==> src/rtl/input_conditioner.sv <==
`timescale 1ns/1ps
// input_conditioner
// Conditions two push-buttons and two slide switches coming from the board.
// Each of the four channels runs the same path: polarity normalize, a
// multi-flop synchronizer, a consecutive-cycle debounce counter and a stable
// register. The switch channels expose the stable level directly. The button
// channels expose a single-cycle registered pulse on each accepted press.
// Every output comes straight from a flop, and the asynchronous reset forces
// the whole design to the inactive state.
module input_conditioner #(
  parameter int SYNC_STAGES       = 2,
  parameter int DEB_CYCLES        = 500000,
  parameter int BUTTON_ACTIVE_LOW = 1
) (
  input  logic clk,
  input  logic async_reset,
  input  logic button0_raw,
  input  logic button1_raw,
  input  logic show_parity_raw,
  input  logic show_history_raw,
  output logic button0_re,
  output logic button1_re,
  output logic show_parity_deb,
  output logic show_history_deb
);

  localparam int NCH = 4;
  localparam int CNT_W = (DEB_CYCLES < 1) ? 1 : $clog2(DEB_CYCLES + 1);
  // The counter value on which a still-differing input is finally accepted.
  localparam logic [CNT_W-1:0] CNT_LAST = CNT_W'(DEB_CYCLES - 1);
  localparam logic BTN_INV = (BUTTON_ACTIVE_LOW != 0);

  // Returns true on the edge where a differing synchronized level has
  // persisted long enough to replace the stable level.
  function automatic logic deb_accept(input logic s, input logic d,
                                      input logic [CNT_W-1:0] cnt);
    return (s != d) && (cnt == CNT_LAST);
  endfunction

  // After normalization, 1 always means active. The channel order is
  // button0, button1, parity switch, history switch.
  logic [NCH-1:0] norm;
  logic [NCH-1:0] deb;
  logic [1:0]     press;
  logic [1:0]     re_q;

  assign norm = {show_history_raw,
                 show_parity_raw,
                 button1_raw ^ BTN_INV,
                 button0_raw ^ BTN_INV};

  for (genvar ch = 0; ch < NCH; ch++) begin : g_chan
    logic [SYNC_STAGES-1:0] sync_q;
    logic [CNT_W-1:0]       cnt_q;
    logic                   stable_q;
    logic                   s;

    assign s = sync_q[SYNC_STAGES-1];

    // Synchronizer: shift the normalized raw level through SYNC_STAGES flops.
    always_ff @(posedge clk or posedge async_reset) begin
      if (async_reset) begin
        sync_q <= '0;
      end else begin
        sync_q <= {sync_q[SYNC_STAGES-2:0], norm[ch]};
      end
    end

    // Debounce: count consecutive cycles on which s disagrees with the stable
    // level. Any agreement restarts the count.
    always_ff @(posedge clk or posedge async_reset) begin
      if (async_reset) begin
        cnt_q    <= '0;
        stable_q <= 1'b0;
      end else if (s == stable_q) begin
        cnt_q <= '0;
      end else if (deb_accept(s, stable_q, cnt_q)) begin
        stable_q <= s;
        cnt_q    <= '0;
      end else begin
        cnt_q <= cnt_q + CNT_W'(1);
      end
    end

    assign deb[ch] = stable_q;

    // Only the button channels generate press pulses. A press is the same
    // acceptance edge on which the stable level rises from 0 to 1.
    if (ch < 2) begin : g_press
      assign press[ch] = deb_accept(s, stable_q, cnt_q) & s;
    end
  end

  // Press pulse registers: set on the edge the stable level rises, and clear
  // on the following edge because the acceptance cannot repeat back to back.
  always_ff @(posedge clk or posedge async_reset) begin
    if (async_reset) begin
      re_q <= '0;
    end else begin
      re_q <= press;
    end
  end

  assign button0_re       = re_q[0];
  assign button1_re       = re_q[1];
  assign show_parity_deb  = deb[2];
  assign show_history_deb = deb[3];

endmodule

==> config.mk <==
export PLATFORM = sky130hd
export DESIGN_NAME = input_conditioner
export DESIGN_NICKNAME = d
export VERILOG_FILES = /design/src/rtl/input_conditioner.sv
export SDC_FILE = /design/constraint.sdc
export NUM_CORES = 1
export LEC_CHECK = 0
export ABC_CLOCK_PERIOD_IN_PS = 7300
export BUFFER_PORTS_ARGS = -buffer_cell sky130_fd_sc_hd__buf_4
export CORE_UTILIZATION = 55
export CTS_CLUSTER_SIZE = 20
export DETAILED_ROUTE_END_ITERATION = 8
export PLACE_DENSITY = 0.7
export SYNTH_ARGS = -nofsm -noshare
export SYNTH_HDL_FRONTEND = slang
export SYNTH_SLANG_ARGS = --single-unit
==> constraint.sdc <==
create_clock -name clk -period 7.3 [get_ports clk]
set_clock_uncertainty 0.1 [all_clocks]
set_input_delay 1.095 -clock clk [delete_from_list [all_inputs] [get_ports clk]]
set_output_delay 1.095 -clock clk [all_outputs]
set_load 0.01 [all_outputs]
== Word-level counts from Yosys, hierarchy flattened ==
Index checks and enable logic that the tools add are counted.
Storage, ports and cells
  register bits after elaboration: 90
  bits in latches: 0
  RAM bits: 0
  ROM bits: 0
  bits of input ports: 6
  word-level logic and storage cells: 53
  memories: 0
Cells by class
  add/sub/neg operators: 4
  multipliers: 0
  divide/modulo/power cells: 0
  order comparisons: 0
  eq/ne operators: 12
  shift-type cells: 0
  multiplexer cells: 8
  bitwise logic cells: 8
  reductions and logical operators: 8
Operator list (number)
  2-to-1 mux 19 bit: 8
  adder 19 x 1 -> 19 bit, second input constant: 4
  == test 19 bit, second input constant: 4
  AND reduction 2 bit: 4
  NOT 1 bit: 6
  == test 1 bit: 4
  logical AND 1 bit: 4
  != test 1 bit: 4
  AND 1 bit: 2

== Depth between registers and ports, before layout ==
Gate-level depths: netlist of the first run.
  depth after elaboration: 4
  mapped depth: 6
  depth with buffers taken out: 5

== Worst setup path before layout of the first run ==
OpenSTA, ideal clock, no wires.
  path type: register to register
  from: reg g_chan[0].cnt_q[10]
  to: reg g_chan[0].stable_q
  arrival: 1.935 ns
  data required time: 7.072 ns
  path slack: 5.138 ns
  cell stages (with the launch flop): 5
  buffers on the path: 0
  cells stage by stage: dfrtp_1 -> or4b_1 -> or4_4 -> nor2_1 -> mux2_1
On the way
  word-level cells in the longest chain between the ends: 3
Ends and longest elaborated chain
  from (decl): RTL line 54  | logic [CNT_W-1:0] cnt_q;
  from (signal assigned): RTL line 81  | cnt_q <= cnt_q + CNT_W'(1);
  == test 19 bit: RTL line 37  | return (s != d) && (cnt == CNT_LAST);
  logical AND 1 bit: RTL line 37
  AND reduction 2 bit (no source line)
  to (signal assigned): RTL line 78  | stable_q <= s;
  to (decl): RTL line 55  | logic stable_q;
Every way passes these cells.
A chain may end at the register's enable or synchronous reset.

== Worst setup path after layout of the first run ==
  from: reg g_chan[1].cnt_q[0]
  to: reg g_chan[1].cnt_q[5]
On the way
  word-level cells in the longest chain between the ends: 4
  elaborated cells on any way between the ends: 5
  classes of those cells: add/sub: 1; eq/ne: 1; mux: 2; reduce/logical: 1
Ends and longest elaborated chain
  from (decl): RTL line 54
  from (signal assigned): RTL line 81
  branches (longest 2 deep; another with adder 19 x 1 -> 19 bit)
  2-to-1 mux 19 bit (*): RTL line 77  | end else if (deb_accept(s, stable_q, cnt_q)) begin
  2-to-1 mux 19 bit (*): RTL line 75  | end else if (s == stable_q) begin
Mark *: on every way between the ends.

==> run_results.csv, run 1 <==
group,metric,value,unit
clock_network,cts_tree,"done",
die,die_w,90.9,um
synthesis,avgSynthCellArea,10.1,um2
routing,first_pass_iters,6,
min_path,min_path_type,"reg2reg",
grt,grt_util_all_layers,20.9,%
finish,drive_above_1_share,8.72,%
timing,maxSlewHeadroom,23.9,%
critical_path,reg2reg_from,"g_chan[1].cnt_q[0]$_DFF_PP0_",
grt,gr-total-overflow,0,
synthesis,yosysWarnings,0,
synthesis,synth-seq-cells,90,
die,ios,10,
clock_network,ctsRootBufferMaster,"clkbuf_8",
synthesis,ys_types,38,
timing,fmax,414,MHz
critical_path,cp-end-kind,"flip-flop",
routing,post_drt_wl_per_cell,13.9,um
clock_network,path_clk_slew,0.09,ns
timing,final.setup.tns,0,ns
clock_network,cts_hold_buf,0,
critical_path,cp_top_family,"compound AO/OA/AOI/OAI gates",
critical_path,crit_path_top_delay_cell,"o31ai_2",
clock_network,clock_latency,0.36,ns
finish,antenna_cells,0,
clock_network,cts_max_level,3,
routing,drt-initial-drc-count,162,
critical_path,critPathArrivalTime,2.50,ns
timing,hold_viol_final,0,
clock_network,clock-sinks,90,
finish,most-common-layout-cells,"90 x dfrtp_1, 73 x nor2_1, 42 x xnor2_1",
die,die_h,90.9,um
pwr,max-vdd-ir-drop,0.000118,V
timing,final_max_slew_viol_count,0,
critical_path,setup.worst_path.start,"g_chan[1].cnt_q[0]$_DFF_PP0_",
die,start_util,56.5,%
routing,drt-total-wl,7650,um
critical_path,path_depth,4,
critical_path,cp_max_fo,17,
timing,min_period_over_period,33.1,%
placed_design,port-buffer-count,9,
pwr,cellLeakagePower,1.82,nW
synthesis,synthCells,430,
run,maxCapViolCount,0,
clock_network,postCtsSetupRepairBufs,0,
clock_network,cts.repair.resized,0,
finish,layout_commonest_cell,"dfrtp_1",
critical_path,path_class,"reg2reg",
routing,drc,0,
routing,viasPerCell,5.64,
critical_path,path_buf_inv,0,
critical_path,reg2reg_depth,4,
die,rows,32,
grt,grt_pass1_wl,13900,um
critical_path,crit_path_cell_trace,"ha_1 > nand4_1 > o31ai_2 > nor2_1",
timing,worst_pin_slew,1.13,ns
grt,grt_max_degree,81,
placed_design,gp_congestion,0.802,
finish,layout.nets,452,
synthesis,syn_area,4340,um2
placed_design,hpwl,5070,um
timing,setup_viol,0,
routing,route.vias.total,3099,
clock_network,cts.path.max_buffers,2,
synthesis,ys_seq_area_share,51.8,%
pwr,p_per_area,181,nW/um2
grt,grt_pass1_vias,3015,
timing,fin_crit,2.41,ns
timing,rsz0062_at_grt,"false",
die,die_area,8260,um2
clock_network,cts_buffers,9,
die,core-area,7690,um2
critical_path,worst_path_largest_cell_delay,1.03,ns
min_path,hold_depth,0,
synthesis,syn-num-nets,440,
grt,antenna_found_initial,0,
finish,syn2layout_area_growth,7.40,%
outcome,status,"completed",
min_path,hold_start,"g_chan[2].sync_q[0]$_DFF_PP0_",
critical_path,startpoint_type,"flip-flop",
finish,fin_util,60.7,%
critical_path,cp.required,7.39,ns
routing,postRouteAntennaNets,0,
[power breakdown]
part | internal (W) | switching, W
Combinational | 0.00000922 | 0.0000216
Sequential | 0.000506 | 0.00000785
Clock | 0.000124 | 0.000175
[layer usage]
metal | up-vias | wire length (um) | global-route usage [%]
met5 | - | 0 | 0
li1 | 1534 | - | -
met1 | 1497 | 3810 | 30.2
met2 | 58 | 3480 | 32.6
met3 | 10 | 238 | 2.53
met4 | 0 | 126 | 7.54
[final timing paths]
check                                                 to  slack [ns]
max in group asynchronous   g_chan[0].cnt_q[2]$_DFF_PP0_        5.37
min                        g_chan[2].sync_q[1]$_DFF_PP0_        0.25
max reg2reg                 g_chan[1].cnt_q[5]$_DFF_PP0_        4.89
min in group asynchronous   g_chan[2].cnt_q[3]$_DFF_PP0_        0.52
max                         g_chan[1].cnt_q[5]$_DFF_PP0_        4.89
min reg2reg                g_chan[2].sync_q[1]$_DFF_PP0_        0.25
[layout make-up]
cell class              instances  area [um2]
clock buffers                  10         128
clock inverters                 6        42.5
fillers                       684        3020
inverters                      19        72.6
multi-input cells             312        1970
flip-flops and latches         90        2250
well taps                     102         128
repair buffers                 10        75.1
[state kept, by name, indices dropped and copies added, names as in the netlist]
signal and cells:
g_chan.sync_q 8, show_parity_deb 1, show_history_deb 1, g_chan.cnt_q 76, re_q 2, g_chan.stable_q 2
[synth_stat cells, drive strengths merged]
| cell | n | area, um2 |
|---|---|---|
| nor4b | 2 | 17.5 |
| or2 | 3 | 18.8 |
| nand3b | 1 | 7.51 |
| nor4 | 13 | 81.3 |
| nor3 | 14 | 70.1 |
| xnor2 | 42 | 368 |
| and2 | 2 | 12.5 |
| or4 | 10 | 82.6 |
| mux2i | 1 | 10.0 |
| o41ai | 1 | 27.5 |
| nand2b | 1 | 6.26 |
| xor2 | 17 | 149 |
| mux2 | 4 | 45.0 |
| nor3b | 1 | 7.51 |
| inv | 19 | 71.3 |
| dfrtp | 90 | 2250 |
| nor2 | 73 | 274 |
| clkbuf | 4 | 15.0 |
| ha | 4 | 50.1 |
| o21ai | 7 | 57.6 |
| buf | 5 | 37.5 |
| and3 | 3 | 18.8 |
| or4bb | 2 | 22.5 |
| a21oi | 13 | 65.1 |
| or3 | 13 | 81.3 |
| o31ai | 8 | 65.1 |
| nand3 | 24 | 120 |
| nand2 | 20 | 75.1 |
| and4 | 2 | 17.5 |
| and3b | 1 | 8.76 |
| nand4 | 26 | 169 |
| or4b | 4 | 40.0 |
[metrics by stage]
| step | power [W] | hold slack [ns] | std cells | worst slack (ns) | cell area, um2 |
|---|---|---|---|---|---|
| 2_1_floorplan | 0.000546 | 0.231 | 430 | 3.77 | 4340 |
| 3_3_place_gp | 0.000554 | 0.232 | 533 | 4.91 | 4500 |
| 3_5_place_dp | 0.000555 | 0.240 | 533 | 4.89 | 4500 |
| 4_1_cts | 0.000856 | 0.253 | 549 | 4.91 | 4670 |
| 5_1_grt | 0.000884 | 0.264 | 549 | 4.65 | 4670 |
| 6_report | 0.000844 | 0.251 | 549 | 4.89 | 4670 |
[cell families after synthesis]
group	synth area share, %
and+or+nand+nor	26.0
DFF	51.8
xor gates and xnor gates	11.9
AOI/OAI and AO/OA	4.95
buffers and inverters	2.85
muxes	1.27
adders and majority gates	1.15
Note: power is estimated with default switching activity, not from simulation.
==> run 2: changes to the inputs <==
--- a/config.mk
+++ b/config.mk
@@ -5,12 +5,13 @@
 export SDC_FILE = /design/constraint.sdc
 export NUM_CORES = 1
 export LEC_CHECK = 0
-export ABC_CLOCK_PERIOD_IN_PS = 7300
+export ABC_AREA = 1
+export ABC_CLOCK_PERIOD_IN_PS = 2100
 export BUFFER_PORTS_ARGS = -buffer_cell sky130_fd_sc_hd__buf_4
 export CORE_UTILIZATION = 55
 export CTS_CLUSTER_SIZE = 20
 export DETAILED_ROUTE_END_ITERATION = 8
-export PLACE_DENSITY = 0.7
+export PLACE_DENSITY = 0.73
 export SYNTH_ARGS = -nofsm -noshare
 export SYNTH_HDL_FRONTEND = slang
 export SYNTH_SLANG_ARGS = --single-unit
==> constraint.sdc (replaced) <==
create_clock -name clk -period 2.1 [get_ports clk]
set_clock_uncertainty 0.1 [all_clocks]
set_input_delay 0.315 -clock clk [delete_from_list [all_inputs] [get_ports clk]]
set_output_delay 0.315 -clock clk [all_outputs]
set_load 0.01 [all_outputs]
==> run_results.csv, run 2 <==
group,metric,value,unit
finish,syn2layout_area_growth,9.18,%
pwr,switchingPower,0.000749,W
timing,min_period_over_period,78.0,%
placed_design,gp_congestion,0.872,
critical_path,cp-end-kind,"flip-flop",
routing,first_pass_iters,4,
finish,layout.nets,637,
synthesis,ys_types,25,
finish,most-common-layout-cells,"148 x nor2_1, 115 x nand2_1, 90 x dfrtp_1",
die,die_area,9020,um2
pwr,p_seq_share,59.3,%
timing,rsz0062_at_grt,"false",
finish,top_register,"g_chan.cnt_q",
clock_network,cts.path.max_buffers,2,
synthesis,synth-seq-cells,90,
clock_network,cts_tree,"done",
routing,route.vias.total,3773,
clock_network,cts_max_level,3,
timing,worst_pin_slew,0.500,ns
die,die_w,95.0,um
grt,grt_max_degree,91,
pwr,internal_power,0.00224,W
synthesis,syn-num-nets,614,
timing,final.setup.tns,0,ns
clock_network,cts_buffers,9,
pwr,sw_frac_of_total,25.0,%
grt,grt_pass1_wl,15500,um
grt,grt_util_all_layers,22.0,%
finish,fin_area,5190,um2
placed_design,port-buffer-count,9,
grt,gr-total-overflow,0,
pwr,pwr-share-clk,36.3,%
synthesis,syn_area,4750,um2
critical_path,path_class,"reg2reg",
placed_design,hpwl,6380,um
timing,fmax,610,MHz
clock_network,path_clk_slew,0.09,ns
synthesis,async_flop_share,100,%
synthesis,yosysWarnings,0,
finish,drive_above_1_share,10.1,%
run,maxCapViolCount,0,
critical_path,critPathArrivalTime,1.78,ns
outcome,status,"completed",
routing,viasPerCell,5.12,
pwr,p_per_area,576,nW/um2
synthesis,yosys.cell_count.top_type,"nor2_1",
clock_network,cts.repair.resized,0,
pwr,combPwrFrac,4.4,%
routing,drc,0,
pwr,cellLeakagePower,2.25,nW
finish,largest_reg_flops,76,
timing,hold_viol_final,0,
synthesis,yosys-top-cells-count,"148 x nor2_1, 115 x nand2_1, 90 x dfrtp_1",
clock_network,clock_latency,0.36,ns
min_path,min_path_type,"in2reg",
routing,drt-total-wl,8900,um
clock_network,clock-sinks,90,
die,ios,10,
synthesis,ys_seq_area_share,47.4,%
timing,setup_viol,0,
grt,grt_pass1_vias,3648,
grt,antenna_found_initial,0,
synthesis,yosysTopAreaCell,"dfrtp_1",
critical_path,cp.required,2.25,ns
routing,post_drt_wl_per_cell,12.1,um
clock_network,ctsRootBufferMaster,"clkbuf_8",
timing,maxSlewHeadroom,66.4,%
critical_path,startpoint_type,"flip-flop",
routing,drt-initial-drc-count,127,
synthesis,synth_edf_count,0,
die,core-area,8300,um2
finish,antenna_cells,0,
die,die_h,95.0,um
finish,layout_commonest_cell,"nor2_1",
synthesis,synthFlopType,"dfrtp_1",
timing,final_max_slew_viol_count,0,
critical_path,cp_max_fo,8,
synthesis,synthCells,604,
placed_design,place_area,4970,um2
pwr,max-vdd-ir-drop,0.000372,V
finish,fill_cells,732,
timing,fin_crit,1.64,ns
synthesis,synth.area.top_cells,"dfrtp_1 47%, nor2_1 12%, nand2_1 9.1%",
finish,reg.largest.list,"g_chan.cnt_q: 76 flops, g_chan.sync_q: 8 flops",
synthesis,synth.top_cell.area_share,47.4,%
synthesis,avgSynthCellArea,7.87,um2
die,start_util,57.3,%
die,rows,33,
routing,postRouteAntennaNets,0,
[run 2: cell count changes in the layout (fill, tap and decap cells not counted), sizes merged, moves of 18 or more]
| cell | change |
|---|---|
| inv | +50 |
| nand2 | +104 |
| nand3 | +29 |
| nor2 | +96 |
| xnor2 | -32 |
| nand4 | -18 |
[run 2: logic make-up (layout without fill, tap and decap cells)]
| group | count (synthesis) | after routing | share of synthesized area [%] |
|---|---|---|---|
| buffers and inverters | 73 | 101 | 5.89 |
| adder cells (fa/ha/maj) | 4 | 4 | 1.05 |
| AO/OA/AOI/OAI | 26 | 26 | 3.03 |
| flip-flops | 90 | 90 | 47.4 |
| XOR/XNOR | 38 | 38 | 7.00 |
| AND/OR/NAND/NOR | 373 | 373 | 35.7 |
[run 2: final cells by class]
cell class | instances | area (um2) | area share (%)
clock buffer | 10 | 128 | 2.46
sequential | 90 | 2250 | 43.4
tap | 105 | 131 | 2.53
multi-input combinational | 441 | 2220 | 42.8
timing repair buffer | 17 | 150 | 2.89
inverter | 68 | 259 | 4.99
clock inverter | 6 | 48.8 | 0.940
[run 2: worst paths after layout]
path / from / endpoint / slack (ns) / depth (start not counted)
setup / recovery: g_chan[0].cnt_q[0]$_DFF_PP0_ / g_chan[0].cnt_q[17]$_DFF_PP0_ / 0.46 / 8
hold / removal: button1_raw / g_chan[1].sync_q[0]$_DFF_PP0_ / 0.02 / 2
setup reg to reg: g_chan[0].cnt_q[0]$_DFF_PP0_ / g_chan[0].cnt_q[17]$_DFF_PP0_ / 0.46 / 8
hold reg to reg: g_chan[0].sync_q[0]$_DFF_PP0_ / g_chan[0].sync_q[1]$_DFF_PP0_ / 0.25 / 0
max in group asynchronous: async_reset / g_chan[1].cnt_q[13]$_DFF_PP0_ / 1.01 / 4
min in group asynchronous: async_reset / g_chan[2].cnt_q[18]$_DFF_PP0_ / 0.54 / 4
[run 2: through the flow]
| stage | instances | total power, W | hold slack [ns] | util, % | setup WS, ns |
|---|---|---|---|---|---|
| 2_1_floorplan | 604 | 0.00190 | 0.231 | - | 0.635 |
| 3_3_place_gp | 717 | 0.00193 | 0.233 | 59.9 | 0.493 |
| 3_5_place_dp | 717 | 0.00194 | 0.236 | 59.9 | 0.465 |
| 4_1_cts | 737 | 0.00303 | 0.00790 | 62.6 | 0.452 |
| 5_1_grt | 737 | 0.00313 | 0.0236 | 62.6 | 0.287 |
| 6_report | 737 | 0.00299 | 0.0207 | 62.6 | 0.462 |
[run 2: timing repair]
item	4_1_cts	5_1_grt
buffers inserted	0	0
endpoints found under the setup margin	0	0
hold buffers	4	0
endpoints found under the hold margin	9	0
[run 2: per-layer routing]
| metal | up-vias | GRT usage (%) | wire length (um) |
|---|---|---|---|
| met3 | 11 | 3.30 | 294 |
| met5 | - | 0 | 0 |
| met1 | 1750 | 28.7 | 4280 |
| met2 | 81 | 36.6 | 4180 |
| li1 | 1931 | - | - |
| met4 | 0 | 9.09 | 138 |
[run 2: worst max-delay path: stages (launching register included)]
cell and delay, ns:
dfrtp_1 0.37, ha_1 0.18, nand2_1 0.10, nor2_4 0.14
nand2_1 0.08, nor2_1 0.13, nand3_2 0.19, nand2_2 0.18
nor2_1 0.07
[run 2: power by group through the flow]
| stage | Combinational, W | Clock [W] | Sequential, W |
|---|---|---|---|
| detailed placement | 0.000131 | 0 | 0.00181 |
| global route | 0.000159 | 0.00119 | 0.00178 |
| global placement | 0.000127 | 0 | 0.00181 |
| finish | 0.000133 | 0.00109 | 0.00177 |
| floorplan | 0.0000913 | 0 | 0.00180 |
| CTS | 0.000137 | 0.00112 | 0.00177 |
